==> src/rtl/axi_lite_pkg.sv <==
// Shared AXI4-Lite types for the register responder: address/data/strobe types,
// response codes, FSM state encodings and the address range decode helper.
// Pure type/function package, no ports, no latency, no flow control.
package axi_lite_pkg;

   typedef logic [11:0] addr_t;
   typedef logic [31:0] data_t;
   typedef logic [3:0]  strb_t;

   typedef enum logic [1:0] {
      OKAY   = 2'b00,
      EXOKAY = 2'b01,
      SLVERR = 2'b10,
      DECERR = 2'b11
   } resp_t;

   typedef enum logic {
      W_IDLE = 1'b0,
      W_RESP = 1'b1
   } wstate_t;

   typedef enum logic {
      R_IDLE = 1'b0,
      R_DATA = 1'b1
   } rstate_t;

   // True when the byte address falls inside a bank of nregs 32-bit words.
   function automatic logic addr_in_range(input addr_t addr, input int unsigned nregs);
      return ({20'd0, addr} < (nregs * 4));
   endfunction

endpackage

==> src/rtl/axi_lite_slave_regs_if.sv <==
// AXI4-Lite bus bundle (AW, W, B, AR, R channels) with master/slave views.
// Wires only, no latency.
// Flow control is plain valid/ready per channel; no buffering in the interface.
interface axi_lite_slave_regs_if;
   import axi_lite_pkg::*;

   addr_t awaddr;
   logic  awvalid;
   logic  awready;
   data_t wdata;
   strb_t wstrb;
   logic  wvalid;
   logic  wready;
   resp_t bresp;
   logic  bvalid;
   logic  bready;
   addr_t araddr;
   logic  arvalid;
   logic  arready;
   data_t rdata;
   resp_t rresp;
   logic  rvalid;
   logic  rready;

   modport slave (
      input  awaddr, awvalid, wdata, wstrb, wvalid, bready, araddr, arvalid, rready,
      output awready, wready, bresp, bvalid, arready, rdata, rresp, rvalid
   );

   modport master (
      output awaddr, awvalid, wdata, wstrb, wvalid, bready, araddr, arvalid, rready,
      input  awready, wready, bresp, bvalid, arready, rdata, rresp, rvalid
   );

endinterface

==> src/rtl/axi_lite_regfile.sv <==
// NREGS x 32-bit register storage: synchronous byte-enabled write, async read.
// Write visible after the clock edge; read is combinational from storage.
// No flow control: the caller decides when we_i is asserted.
// Ports: clk_i/rst_i (sync active-high, clears all words), we_i/widx_i/wdata_i/
//        wstrb_i write port, ridx_i/rdata_o read port.
module axi_lite_regfile
   import axi_lite_pkg::*;
#(
   parameter int NREGS = 16,
   parameter int IDX_W = 4
) (
   input  logic             clk_i,
   input  logic             rst_i,
   input  logic             we_i,
   input  logic [IDX_W-1:0] widx_i,
   input  data_t            wdata_i,
   input  strb_t            wstrb_i,
   input  logic [IDX_W-1:0] ridx_i,
   output data_t            rdata_o
);

   data_t mem_q [NREGS];

   always_ff @(posedge clk_i) begin
      if (rst_i) begin
         for (int i = 0; i < NREGS; i++) begin
            mem_q[i] <= '0;
         end
      end else if (we_i) begin
         for (int b = 0; b < 4; b++) begin
            if (wstrb_i[b]) begin
               mem_q[widx_i][8*b +: 8] <= wdata_i[8*b +: 8];
            end
         end
      end
   end

   // Guard keeps a non-power-of-two bank from indexing past its end.
   always_comb begin
      rdata_o = '0;
      if (int'(ridx_i) < NREGS) begin
         rdata_o = mem_q[ridx_i];
      end
   end

endmodule

==> src/rtl/axi_lite_slave_regs.sv <==
// AXI4-Lite responder terminating reads/writes into NREGS 32-bit registers.
// Write: bvalid one cycle after the later of AW/W; read: rvalid one cycle after AR.
// Holds bvalid/rvalid until bready/rready; while a response is pending the
// matching address/data readies stay low.
// Ports: aclk, areset (sync active-high), bus (AXI4-Lite slave modport).
module axi_lite_slave_regs
   import axi_lite_pkg::*;
#(
   parameter int NREGS     = 16,
   parameter int USE_WSTRB = 0
) (
   input  logic                  aclk,
   input  logic                  areset,
   axi_lite_slave_regs_if.slave  bus
);

   localparam int IDX_W = (NREGS > 1) ? $clog2(NREGS) : 1;

   // Write path state
   wstate_t wstate_q, wstate_d;
   logic    aw_held_q, aw_held_d;
   logic    w_held_q, w_held_d;
   addr_t   awaddr_q, awaddr_d;
   data_t   wdata_q, wdata_d;
   strb_t   wstrb_q, wstrb_d;
   resp_t   bresp_q, bresp_d;

   // Read path state
   rstate_t rstate_q, rstate_d;
   data_t   rdata_q, rdata_d;
   resp_t   rresp_q, rresp_d;

   logic             aw_hs, w_hs, ar_hs, commit;
   logic             wr_in_range, rd_in_range, rf_we;
   addr_t            cur_awaddr;
   data_t            cur_wdata;
   strb_t            cur_wstrb, rf_wstrb;
   logic [IDX_W-1:0] widx, ridx;
   data_t            rf_rdata;

   // ---------------------------------------------------------------
   // Handshakes and decode
   // ---------------------------------------------------------------
   always_comb begin
      aw_hs = bus.awvalid && bus.awready;
      w_hs  = bus.wvalid  && bus.wready;
      ar_hs = bus.arvalid && bus.arready;

      // A beat is either already held or arriving this cycle.
      cur_awaddr = aw_held_q ? awaddr_q : bus.awaddr;
      cur_wdata  = w_held_q  ? wdata_q  : bus.wdata;
      cur_wstrb  = w_held_q  ? wstrb_q  : bus.wstrb;

      commit      = (wstate_q == W_IDLE) && (aw_held_q || aw_hs) && (w_held_q || w_hs);
      wr_in_range = addr_in_range(cur_awaddr, NREGS);
      rd_in_range = addr_in_range(bus.araddr, NREGS);

      rf_we    = commit && wr_in_range;
      // The legacy master drives wstrb = 0, so strobes are ignored unless enabled.
      rf_wstrb = (USE_WSTRB != 0) ? cur_wstrb : 4'hF;
      widx     = cur_awaddr[2 +: IDX_W];
      ridx     = bus.araddr[2 +: IDX_W];
   end

   axi_lite_regfile #(
      .NREGS (NREGS),
      .IDX_W (IDX_W)
   ) u_regfile (
      .clk_i   (aclk),
      .rst_i   (areset),
      .we_i    (rf_we),
      .widx_i  (widx),
      .wdata_i (cur_wdata),
      .wstrb_i (rf_wstrb),
      .ridx_i  (ridx),
      .rdata_o (rf_rdata)
   );

   // ---------------------------------------------------------------
   // Write FSM
   // ---------------------------------------------------------------
   always_ff @(posedge aclk) begin
      if (areset) begin
         wstate_q  <= W_IDLE;
         aw_held_q <= 1'b0;
         w_held_q  <= 1'b0;
         awaddr_q  <= '0;
         wdata_q   <= '0;
         wstrb_q   <= '0;
         bresp_q   <= OKAY;
      end else begin
         wstate_q  <= wstate_d;
         aw_held_q <= aw_held_d;
         w_held_q  <= w_held_d;
         awaddr_q  <= awaddr_d;
         wdata_q   <= wdata_d;
         wstrb_q   <= wstrb_d;
         bresp_q   <= bresp_d;
      end
   end

   always_comb begin
      wstate_d  = wstate_q;
      aw_held_d = aw_held_q;
      w_held_d  = w_held_q;
      awaddr_d  = awaddr_q;
      wdata_d   = wdata_q;
      wstrb_d   = wstrb_q;
      bresp_d   = bresp_q;
      case (wstate_q)
         W_IDLE: begin
            if (aw_hs) begin
               aw_held_d = 1'b1;
               awaddr_d  = bus.awaddr;
            end
            if (w_hs) begin
               w_held_d = 1'b1;
               wdata_d  = bus.wdata;
               wstrb_d  = bus.wstrb;
            end
            // Commit overrides the latch-and-hold above: both beats are consumed.
            if (commit) begin
               wstate_d  = W_RESP;
               aw_held_d = 1'b0;
               w_held_d  = 1'b0;
               bresp_d   = wr_in_range ? OKAY : SLVERR;
            end
         end
         W_RESP: begin
            if (bus.bready) begin
               wstate_d = W_IDLE;
            end
         end
         default: wstate_d = W_IDLE;
      endcase
   end

   always_comb begin
      bus.awready = 1'b0;
      bus.wready  = 1'b0;
      bus.bvalid  = 1'b0;
      bus.bresp   = bresp_q;
      case (wstate_q)
         W_IDLE: begin
            bus.awready = !aw_held_q;
            bus.wready  = !w_held_q;
         end
         W_RESP: bus.bvalid = 1'b1;
         default: ;
      endcase
   end

   // ---------------------------------------------------------------
   // Read FSM
   // ---------------------------------------------------------------
   always_ff @(posedge aclk) begin
      if (areset) begin
         rstate_q <= R_IDLE;
         rdata_q  <= '0;
         rresp_q  <= OKAY;
      end else begin
         rstate_q <= rstate_d;
         rdata_q  <= rdata_d;
         rresp_q  <= rresp_d;
      end
   end

   // The regfile read is sampled before any same-edge write lands, so a
   // colliding read returns the pre-write value.
   always_comb begin
      rstate_d = rstate_q;
      rdata_d  = rdata_q;
      rresp_d  = rresp_q;
      case (rstate_q)
         R_IDLE: begin
            if (ar_hs) begin
               rstate_d = R_DATA;
               rdata_d  = rd_in_range ? rf_rdata : '0;
               rresp_d  = rd_in_range ? OKAY : SLVERR;
            end
         end
         R_DATA: begin
            if (bus.rready) begin
               rstate_d = R_IDLE;
            end
         end
         default: rstate_d = R_IDLE;
      endcase
   end

   always_comb begin
      bus.arready = 1'b0;
      bus.rvalid  = 1'b0;
      bus.rdata   = rdata_q;
      bus.rresp   = rresp_q;
      case (rstate_q)
         R_IDLE:  bus.arready = 1'b1;
         R_DATA:  bus.rvalid  = 1'b1;
         default: ;
      endcase
   end

endmodule

==> src/flat_wrapper.sv <==
// flat-port wrapper written by rule: the top's interface ports become plain ports
module axi_lite_slave_regs_flat import axi_lite_pkg::*;
#(
   parameter int NREGS     = 16,
   parameter int USE_WSTRB = 0
)
  (aclk, areset, bus_awaddr, bus_awvalid, bus_wdata, bus_wstrb, bus_wvalid, bus_bready, bus_araddr, bus_arvalid, bus_rready, bus_awready, bus_wready, bus_bresp, bus_bvalid, bus_arready, bus_rdata, bus_rresp, bus_rvalid);
  axi_lite_slave_regs_if bus_i ();
  input  logic aclk;
  input  logic areset;
  input wire logic [$bits(bus_i.awaddr)-1:0] bus_awaddr;
  input wire logic [$bits(bus_i.awvalid)-1:0] bus_awvalid;
  input wire logic [$bits(bus_i.wdata)-1:0] bus_wdata;
  input wire logic [$bits(bus_i.wstrb)-1:0] bus_wstrb;
  input wire logic [$bits(bus_i.wvalid)-1:0] bus_wvalid;
  input wire logic [$bits(bus_i.bready)-1:0] bus_bready;
  input wire logic [$bits(bus_i.araddr)-1:0] bus_araddr;
  input wire logic [$bits(bus_i.arvalid)-1:0] bus_arvalid;
  input wire logic [$bits(bus_i.rready)-1:0] bus_rready;
  output wire logic [$bits(bus_i.awready)-1:0] bus_awready;
  output wire logic [$bits(bus_i.wready)-1:0] bus_wready;
  output wire logic [$bits(bus_i.bresp)-1:0] bus_bresp;
  output wire logic [$bits(bus_i.bvalid)-1:0] bus_bvalid;
  output wire logic [$bits(bus_i.arready)-1:0] bus_arready;
  output wire logic [$bits(bus_i.rdata)-1:0] bus_rdata;
  output wire logic [$bits(bus_i.rresp)-1:0] bus_rresp;
  output wire logic [$bits(bus_i.rvalid)-1:0] bus_rvalid;
  assign bus_i.awaddr = bus_awaddr;
  assign bus_i.awvalid = bus_awvalid;
  assign bus_i.wdata = bus_wdata;
  assign bus_i.wstrb = bus_wstrb;
  assign bus_i.wvalid = bus_wvalid;
  assign bus_i.bready = bus_bready;
  assign bus_i.araddr = bus_araddr;
  assign bus_i.arvalid = bus_arvalid;
  assign bus_i.rready = bus_rready;
  assign bus_awready = bus_i.awready;
  assign bus_wready = bus_i.wready;
  assign bus_bresp = bus_i.bresp;
  assign bus_bvalid = bus_i.bvalid;
  assign bus_arready = bus_i.arready;
  assign bus_rdata = bus_i.rdata;
  assign bus_rresp = bus_i.rresp;
  assign bus_rvalid = bus_i.rvalid;
  axi_lite_slave_regs #(.NREGS(NREGS), .USE_WSTRB(USE_WSTRB)) u_core (.aclk(aclk), .areset(areset), .bus(bus_i));
endmodule
==> config.mk <==
export PLATFORM = sky130hd
export DESIGN_NAME = axi_lite_slave_regs_flat
export DESIGN_NICKNAME = d
export VERILOG_FILES = /design/src/rtl/axi_lite_pkg.sv /design/src/rtl/axi_lite_slave_regs_if.sv /design/src/rtl/axi_lite_regfile.sv /design/src/rtl/axi_lite_slave_regs.sv /design/src/flat_wrapper.sv
export SDC_FILE = /design/constraint.sdc
export NUM_CORES = 1
export LEC_CHECK = 0
export ABC_AREA = 1
export BUFFER_PORTS_ARGS = -buffer_cell sky130_fd_sc_hd__buf_4
export CORE_MARGIN = 1
export CORE_UTILIZATION = 56
export DETAILED_ROUTE_END_ITERATION = 8
export HOLD_SLACK_MARGIN = 0.15
export PLACE_DENSITY = 0.81
export SLEW_MARGIN = 5
export SYNTH_ARGS = -nofsm -noshare
export SYNTH_HDL_FRONTEND = slang
export SYNTH_SLANG_ARGS = --single-unit
==> constraint.sdc <==
create_clock -name aclk -period 2.66 [get_ports aclk]
set_clock_uncertainty 0.1 [all_clocks]
set_input_delay 0.133 -clock aclk [delete_from_list [all_inputs] [get_ports aclk]]
set_output_delay 0.133 -clock aclk [all_outputs]
set_load 0.05 [all_outputs]
# [After elaboration in Yosys (flattened, before gate mapping)]
# Memories as Yosys holds them, arrays and structs flattened.
# Cells that the tools add are included.
[word_totals] regBits=84 mem_bits_rw=512 inputBits=67 out_inout_bits=41 elab_cells=61 memories=1
[op_classes] order_cmp=2 mux=28 bitwise=2 reduce_logical=19
[mem_list] name="u_core.u_regfile.mem_q" depth=16 width=32 rd=1 rd_ports_with_merged_regs=0 wr=16 line="axi_lite_regfile.sv:22" rtl="data_t mem_q [NREGS];"
[ops] op="2-to-1 mux 32 bit" count=3
[ops] op="OR reduction 32 bit" count=1
[ops] op="< comparator 12 x 7 -> 1 bit (second input constant)" count=2
[ops] op="2-to-1 mux 1 bit" count=19
[ops] op="2-to-1 mux 12 bit" count=1
[ops] op="AND reduction 2 bit" count=6
[ops] op="logical AND 1 bit" count=6
[ops] op="2-to-1 mux 2 bit" count=2
[ops] op="2-to-1 mux 4 bit" count=1
[ops] op="one-hot mux 1 bit (2 select lines)" count=2
[ops] op="nonzero test 2 bit" count=2
[ops] op="zero test 1 bit" count=2
[ops] op="logical OR 1 bit" count=2
[ops] op="NOT 1 bit" count=2

# [Longest topological paths before layout]
# Gate-level depths: netlist of the first run.
[logic_depth] ltp_word=12 mapped_depth=12 ltp_nobuf=9

# [By module]
# From an unflattened synthesis of the first run, not the netlist that was laid out.
[hier_totals] hier_cells=3358 area_unflattened_um2=28340.9
[modules_own_cells] module="axi_lite_regfile" instances=1 cells_each=2813 area_per_inst_um2=24697.4 seq_area_each_um2=15374.7
[modules_own_cells] module="axi_lite_slave_regs" instances=1 cells_each=545 area_per_inst_um2=3643.5 seq_area_each_um2=1601.5

# [Worst setup path after synthesis of the first run]
# Ideal clock, no wire load.
[synth_timing] path_type="register to register" start="reg u_core.wstate_q" end="mem u_core.u_regfile.mem_q[7][0] (netlist name), enable pin" setup_time_ps=389 t_arrival_ps=2583 required_ps=2171 setup_slack_ps=-413 path_stages_with_launch=9 n_path_buf=1 synth_period_minus_slack_ps=3073 path_cell_list="dfxtp_1 > nor2_8 > nand2_4 > a21oi_4 > nand3_4 > nor2_8 > nand3_4 > buf_2 > nand2_1"
[synth_rtl] item="from (decl)" line="axi_lite_slave_regs.sv:20" rtl="wstate_t wstate_q, wstate_d;"
[synth_rtl] item="from (signal assigned)" line="axi_lite_slave_regs.sv:92" rtl="wstate_q <= wstate_d;"
[synth_rtl] item="to (decl)" line="axi_lite_regfile.sv:22"

# [Worst setup path after layout of the first run]
[layout_timing] start="reg u_core.wstate_q" end="reg u_core.awaddr_q[10]"
[layout_via] elab_chain_cells=3 elab_cells_between_ends=4 classes_between="mux: 1; bitwise: 1; reduce/logical: 2"
[layout_lines] item="2-to-1 mux 1 bit" line="axi_lite_slave_regs.sv:143" rtl="case (wstate_q)"
[layout_lines] item="logical AND 1 bit" line="axi_lite_slave_regs.sv:45" rtl="aw_hs = bus.awvalid && bus.awready;"
[layout_lines] item="AND reduction 2 bit (no line) *"
[layout_lines] item="to (signal assigned)" line="axi_lite_slave_regs.sv:95" rtl="awaddr_q <= awaddr_d;"
[layout_lines] item="to (decl)" line="axi_lite_slave_regs.sv:23" rtl="addr_t awaddr_q, awaddr_d;"
# Every way passes the cells marked *; elsewhere a longest branch is shown, timed or not.
# A chain may end at the register's enable or synchronous reset.

==> results of run 1 <==
flip-flops by register name, indices dropped and copies added, names as in the netlist:
name,flops
u_core.rstate_q,1
u_core.aw_held_q,1
u_core.wstate_q,1
u_core.bus.rresp,1
u_core.u_regfile.mem_q,512
u_core.awaddr_q,10
u_core.bus.bresp,1
u_core.wdata_q,32
u_core.bus.rdata,32
u_core.w_held_q,1
cell usage after synthesis (5+ instances only):
library cell / number
nand2_1: 758
nor2_1: 605
edfxtp_1: 512
inv_1: 392
nand3_1: 386
clkbuf_1: 139
dfxtp_1: 80
o21ai_0: 43
buf_2: 41
a21oi_1: 36
mux2i_1: 32
buf_1: 21
nand3_4: 9
nand2_2: 8
buf_4: 7
buf_6: 7
inv_2: 5
timing repair:
item / 4_1_cts / 5_1_grt
gates resized for setup: 0 / 4
hold endpoints to repair: 616 / 0
hold buffers: 111 / 0
endpoints found under the setup margin: 0 / 11
cells by family (layout without fill, tap and decap cells):
| family | count (synthesis) | count (layout) | synth area share (%) |
|---|---|---|---|
| other | 1 | 3 | 0.0136 |
| AOI/OAI and AO/OA | 86 | 86 | 1.70 |
| buffers and inverters | 613 | 816 | 8.81 |
| and+or+nand+nor | 1782 | 1782 | 26.8 |
| DFF | 592 | 592 | 61.5 |
| muxes | 33 | 33 | 1.21 |
worst max-delay path by stage:
| stage | depth (start not counted) | to | slack [ns] | from |
|---|---|---|---|---|
| 3_3_place_gp | 9 | u_core.u_regfile.mem_q[7][18]$_SDFFCE_PN0P_ | 0.25 | u_core.aw_held_q$_SDFFE_PP0P_ |
| 3_5_place_dp | 9 | u_core.u_regfile.mem_q[7][21]$_SDFFCE_PN0P_ | 0.19 | u_core.aw_held_q$_SDFFE_PP0P_ |
| 5_1_grt | 8 | u_core.bus.rdata[5]$_SDFFE_PP0P_ | 0.003 | u_core.rstate_q$_SDFF_PP0_ |
| 2_1_floorplan | 8 | u_core.u_regfile.mem_q[6][0]$_SDFFCE_PN0P_ | -0.27 | u_core.wstate_q$_SDFF_PP0_ |
| 6_report | 6 | u_core.awaddr_q[10]$_SDFFE_PP0P_ | 0.13 | u_core.wstate_q$_SDFF_PP0_ |
| 4_1_cts | 8 | u_core.bus.rdata[5]$_SDFFE_PP0P_ | 0.07 | u_core.rstate_q$_SDFF_PP0_ |
through the flow:
stage,util [%],std cells,setup slack (ns)
finish,67.0,3968,0.127
global route,67.0,3968,0.00254
detailed placement,61.0,3750,0.191
global placement,61.0,3750,0.252
floorplan,-,3108,-0.272
CTS,66.9,3967,0.0677
final cells by class:
| type | instances | area share, % |
|---|---|---|
| Tap cell | 656 | 2.55 |
| Sequential cell | 592 | 52.7 |
| Multi-Input combinational cell | 1903 | 25.7 |
| Antenna cell | 1 | 0.00776 |
| Clock inverter | 24 | 0.524 |
| Clock buffer | 82 | 4.91 |
| Timing Repair Buffer | 312 | 8.99 |
| Inverter | 398 | 4.66 |
worst register-to-register path: cells and delay by family, from the launching register on:
family | cells | cell delay, ns
simple gates | 3 | 0.50
flops | 1 | 0.41
buf+inv | 2 | 1.17
compound gates | 1 | 0.25
layout by cell type (no fill, tap or decap), types with 4 or more instances in the layout:
cell and instances:
a21oi_1 36, buf_12 21, buf_4 177, clkbuf_1 21, clkbuf_16 59, clkinv_1 12
clkinv_2 7, dfxtp_1 78, dlygate4sd3_1 111, edfxtp_1 512, inv_1 389, inv_2 6
mux2i_1 32, nand2_1 741, nand2_2 18, nand2_4 8, nand3_1 386, nand3_4 9
nor2_1 605, nor2_2 4, o21ai_0 43
metal layers:
layer | GRT usage, % | vias up
li1 | - | 10100
met1 | 38.9 | 10500
met2 | 51.6 | 1453
met3 | 6.49 | 260
met4 | 16.5 | 2
met5 | 0 | -
power by group:
group	internal, mW	switching [mW]
clock	4.31	3.47
sequential	10.4	0.153
combinational	0.827	1.79
==> flow_summary.ini, run 1 <==
[min_path]
hold_start = bus_araddr[3]
hold_class = in -> reg
hold_end = u_core.bus.rdata[0]$_SDFFE_PP0P_
min_path_cells = 8

[floorplan]
placement_rows = 80
core_area_um2 = 48100
start_util_pct = 57.3
die_area_um2 = 50200
io_pins = 108
die_height_um = 224
die-width_um = 224

[grt]
grtUsageTotal_pct = 31.3
grt_first_pass_wirelength_um = 120000
grt-ovfl-total = 0
grt_max_degree = 129
grt_antenna_before_repair = 2
first_global_vias = 22300

[pwr]
p_leak_nw = 14.0
p_per_area_nw_per_um2 = 650
power_mw = 21.0
max-vdd-ir-drop_mv = 0.523

[route]
drtIter0Drc = 3140
drc = 0
final_antenna_net_count = 0
post_drt_wl_per_cell_um = 19.6
vias = 22400
routed_wl_um = 77900
wl_met2_um = 37000
route.met3.wl_um = 9150
m1WireLength_um = 27800
via_per_inst = 5.64
top_layer = met5
firstDrtPassIters = 6

[clock_network]
cts_tree = yes
root_buffer = clkbuf_16
cts_sinks = 592
numCtsBuffers = 57
clk_pin_slew_ns = 0.07
cts_max_path_buffers = 3
h-tree-depth = 2
post_cts_buffers = 0
clock_latency_ns = 0.63

[logic_synthesis]
yosys_warnings = 0
synth_edf_count = 512
yosys.area.top_type = edfxtp_1
seq_area_frac_synth_pct = 61.5
synth_top_area_share_pct = 55.7
ys_ff_latch = 592
synthFlopType = edfxtp_1
synth_area_per_cell_um2 = 8.88
syn_area_um2 = 27600
synth_cell_type_count = 34
synth_area_leaders = edfxtp_1, nand2_1, nor2_1
syn_inst = 3107
async_flop_share_pct = 0

[timing]
maxClockFrequency_ghz = 0.395
fin_setup_tns_ns = 0
min_period_ns = 2.53
rsz0062_at_grt = no
setup_viol = 0
drv_slew = 0
timing.final.crit_share_pct = 95.2
hold_viol = 0
slew_headroom_pct = 27.9
worst_pin_slew_ns = 1.08
whs_ns = 0.195

[final_layout]
area_delta_synth_final_pct = 16.8
drive_above_1_share_pct = 10.1
fill_cells = 3430
multi_input_area_um2 = 8280
final-seq-area_um2 = 17000
fin_area_um2 = 32200
final_nets = 3331

[setup_path]
critPathMaxFanout = 12
crit_chain = nor2_1 -> nand2_2 -> o21ai_0 -> dlygate4sd3_1 -> nor2_1 -> dlygate4sd3_1
crit_buf_inv = 2
worstPathRequired_ns = 3.07
critPathKind = reg -> reg
critPathSlowestCell = dlygate4sd3_1
r2r_end = u_core.awaddr_q[10]$_SDFFE_PP0P_
worst_setup_path_end_kind = register
reg2reg_from = u_core.wstate_q$_SDFF_PP0_
rr_worst_depth = 6
reg2reg_setup_slack_ns = 0.13
max_stage_delay_ns = 0.59
critical_path.top_delay_family = buffers and inverters
start_kind = register
arrival_ns = 2.95

[placed_design]
gp_congestion = 0.861
place_area_um2 = 29400
port_buffers = 97
dp_hpwl_um = 42600

[flow_run]
max-cap-violations = 0

[run_status]
outcome = finished clean
Power figures use the tool's default switching activity.
==> run 2: changes to the inputs <==
- RECOVER_POWER: not set -> 25
==> run 2 against run 1 <==
Non-clock buffer count unchanged; worst hold slack improved by 0.0031 ns; die area stayed put; wire length is essentially flat; largest power group unchanged.
==> flow_summary.ini, run 2 (synthesis results as in run 1) <==
[run_status]
outcome = finished clean

[route]
vias = 22400
post_drt_wl_per_cell_um = 19.6
via_per_inst = 5.64
routed_wl_um = 78000
drc = 0
firstDrtPassIters = 7
drtIter0Drc = 3144
final_antenna_net_count = 0

[timing]
timing.final.crit_share_pct = 96.6
slew_headroom_pct = 27.3
setup_viol = 0
hold_viol = 0
min_period_ns = 2.57
whs_ns = 0.198
maxClockFrequency_ghz = 0.389
worst_pin_slew_ns = 1.09
drv_slew = 0

[setup_path]
critPathKind = reg -> reg
crit_top_cell = nand3_1
crit_buf_inv = 2
max_stage_delay_ns = 0.48
critical_path.top_delay_family = simple AND/OR/NAND/NOR gates
crit_chain = inv_2 -> nor2_1 -> nand3_1 -> nand2_1 -> nand3_4 -> nor2_4 -> nand3_1 -> nand2_2 -> clkbuf_4
worstPathRequired_ns = 2.82
start_kind = register
critPathMaxFanout = 18
critPathSlowestCell = dfxtp_2
worst_setup_path_end_kind = register
arrival_ns = 2.73

[pwr]
p_int_mw = 15.5
power_mw = 20.9
pwr-share-comb_pct = 12.3
clkPwrFrac_pct = 37.1
p_leak_nw = 13.8
max-vdd-ir-drop_mv = 0.523
seq_power_share_pct = 50.5
p_sw_mw = 5.38
p_per_area_nw_per_um2 = 654
power_switching_share_pct = 25.7

[floorplan]
io_pins = 108
die_height_um = 224
die-width_um = 224
start_util_pct = 57.3
placement_rows = 80
core_area_um2 = 48100
die_area_um2 = 50200

[clock_network]
cts_max_path_buffers = 3
root_buffer = clkbuf_16
post_cts_buffers = 0
numCtsBuffers = 57
clock_latency_ns = 0.62
clk_pin_slew_ns = 0.06
cts_tree = yes
h-tree-depth = 2
cts_sinks = 592

[grt]
grtUsageTotal_pct = 31.3
grt_antenna_before_repair = 2
first_global_vias = 22300
grt_max_degree = 129
grt_first_pass_wirelength_um = 120000
grt-ovfl-total = 0

[placed_design]
gp_congestion = 0.861
port_buffers = 97
dp_hpwl_um = 42600

[flow_run]
max-cap-violations = 0

[final_layout]
area_delta_synth_final_pct = 15.8
largest_reg_flops = 512
regMostFlops = u_core.u_regfile.mem_q
layout_commonest_cell = nand2_1
final_nets = 3331
layout_common_cells = nand2_1, nor2_1, edfxtp_1
fill_cells = 3497
drive_above_1_share_pct = 8.61

[min_path]
hold_class = in -> reg
run 2: cell count changes in the layout (fill, tap and decap cells not counted), moves of 3 or more:
cell and delta:
buf_4 -53, clkbuf_1 +40, clkbuf_2 +10, clkbuf_4 +3, nand2_1 +4, nand2_2 -3, nand3_1 +3, nand3_4 -3
run 2: worst min-delay path, stage by stage:
cell and delay [ns]:
buf_4 0.11, inv_4 0.11, nand2_1 0.10, nand3_1 0.06, nand3_1 0.07, nand2_1 0.12, nand2_1 0.10, a21oi_1 0.06
run 2: power by group through the flow:
stage          clock network [mW]  logic (mW)  registers [mW]
2_1_floorplan                   0        1.45            10.7
3_3_place_gp                    0        2.25            10.7
3_5_place_dp                    0        2.32            10.8
4_1_cts                      7.79        2.52            10.6
5_1_grt                      8.12        2.76            10.6
6_report                     7.77        2.58            10.6
run 2: layout make-up:
type	instances	area (µm²)	share of cell area, %
Timing Repair Buffer	312	2710	8.46
Multi-Input combinational cell	1903	8220	25.7
Tap cell	656	821	2.57
Sequential cell	592	17000	53.1
Inverter	398	1500	4.70
Antenna cell	1	2.50	0.00783
Clock buffer	82	1580	4.95
Clock inverter	24	169	0.528
run 2: per-layer routing:
layer	GRT usage, %	vias to the layer above	share of wire [%]
li1	-	10100	-
met1	38.9	10500	36
met2	51.6	1495	48
met3	6.49	258	12
met4	16.5	2	5.0
met5	0	-	0.017
run 2: through the flow:
step	worst slack, ns	setup TNS [ns]	cells	cell area [µm²]	util (%)
5_1_grt	-0.0181	-0.0181	3968	32000	66.4
3_3_place_gp	0.252	0	3750	29400	61.0
3_5_place_dp	0.191	0	3750	29400	61.0
2_1_floorplan	-0.272	-29.88	3108	27700	-
4_1_cts	0.0677	0	3967	32200	66.9
6_report	0.0899	0	3968	32000	66.4
run 2: timing repair:
item / 4_1_cts / 5_1_grt
resized for setup: 0 / 4
setup endpoints to repair: 0 / 11
hold buffers: 111 / 0
hold endpoints to repair: 616 / 0
run 2: final timing paths:
path	slack, ns	start	end	depth (start not counted)
worst max-delay path	0.09	u_core.aw_held_q$_SDFFE_PP0P_	u_core.u_regfile.mem_q[5][17]$_SDFFCE_PN0P_	9
worst min-delay path	0.20	bus_araddr[3]	u_core.bus.rdata[0]$_SDFFE_PP0P_	8
worst max register to register	0.09	u_core.aw_held_q$_SDFFE_PP0P_	u_core.u_regfile.mem_q[5][17]$_SDFFCE_PN0P_	9
worst min register to register	0.36	u_core.bus.rdata[14]$_SDFFE_PP0P_	u_core.bus.rdata[14]$_SDFFE_PP0P_	2
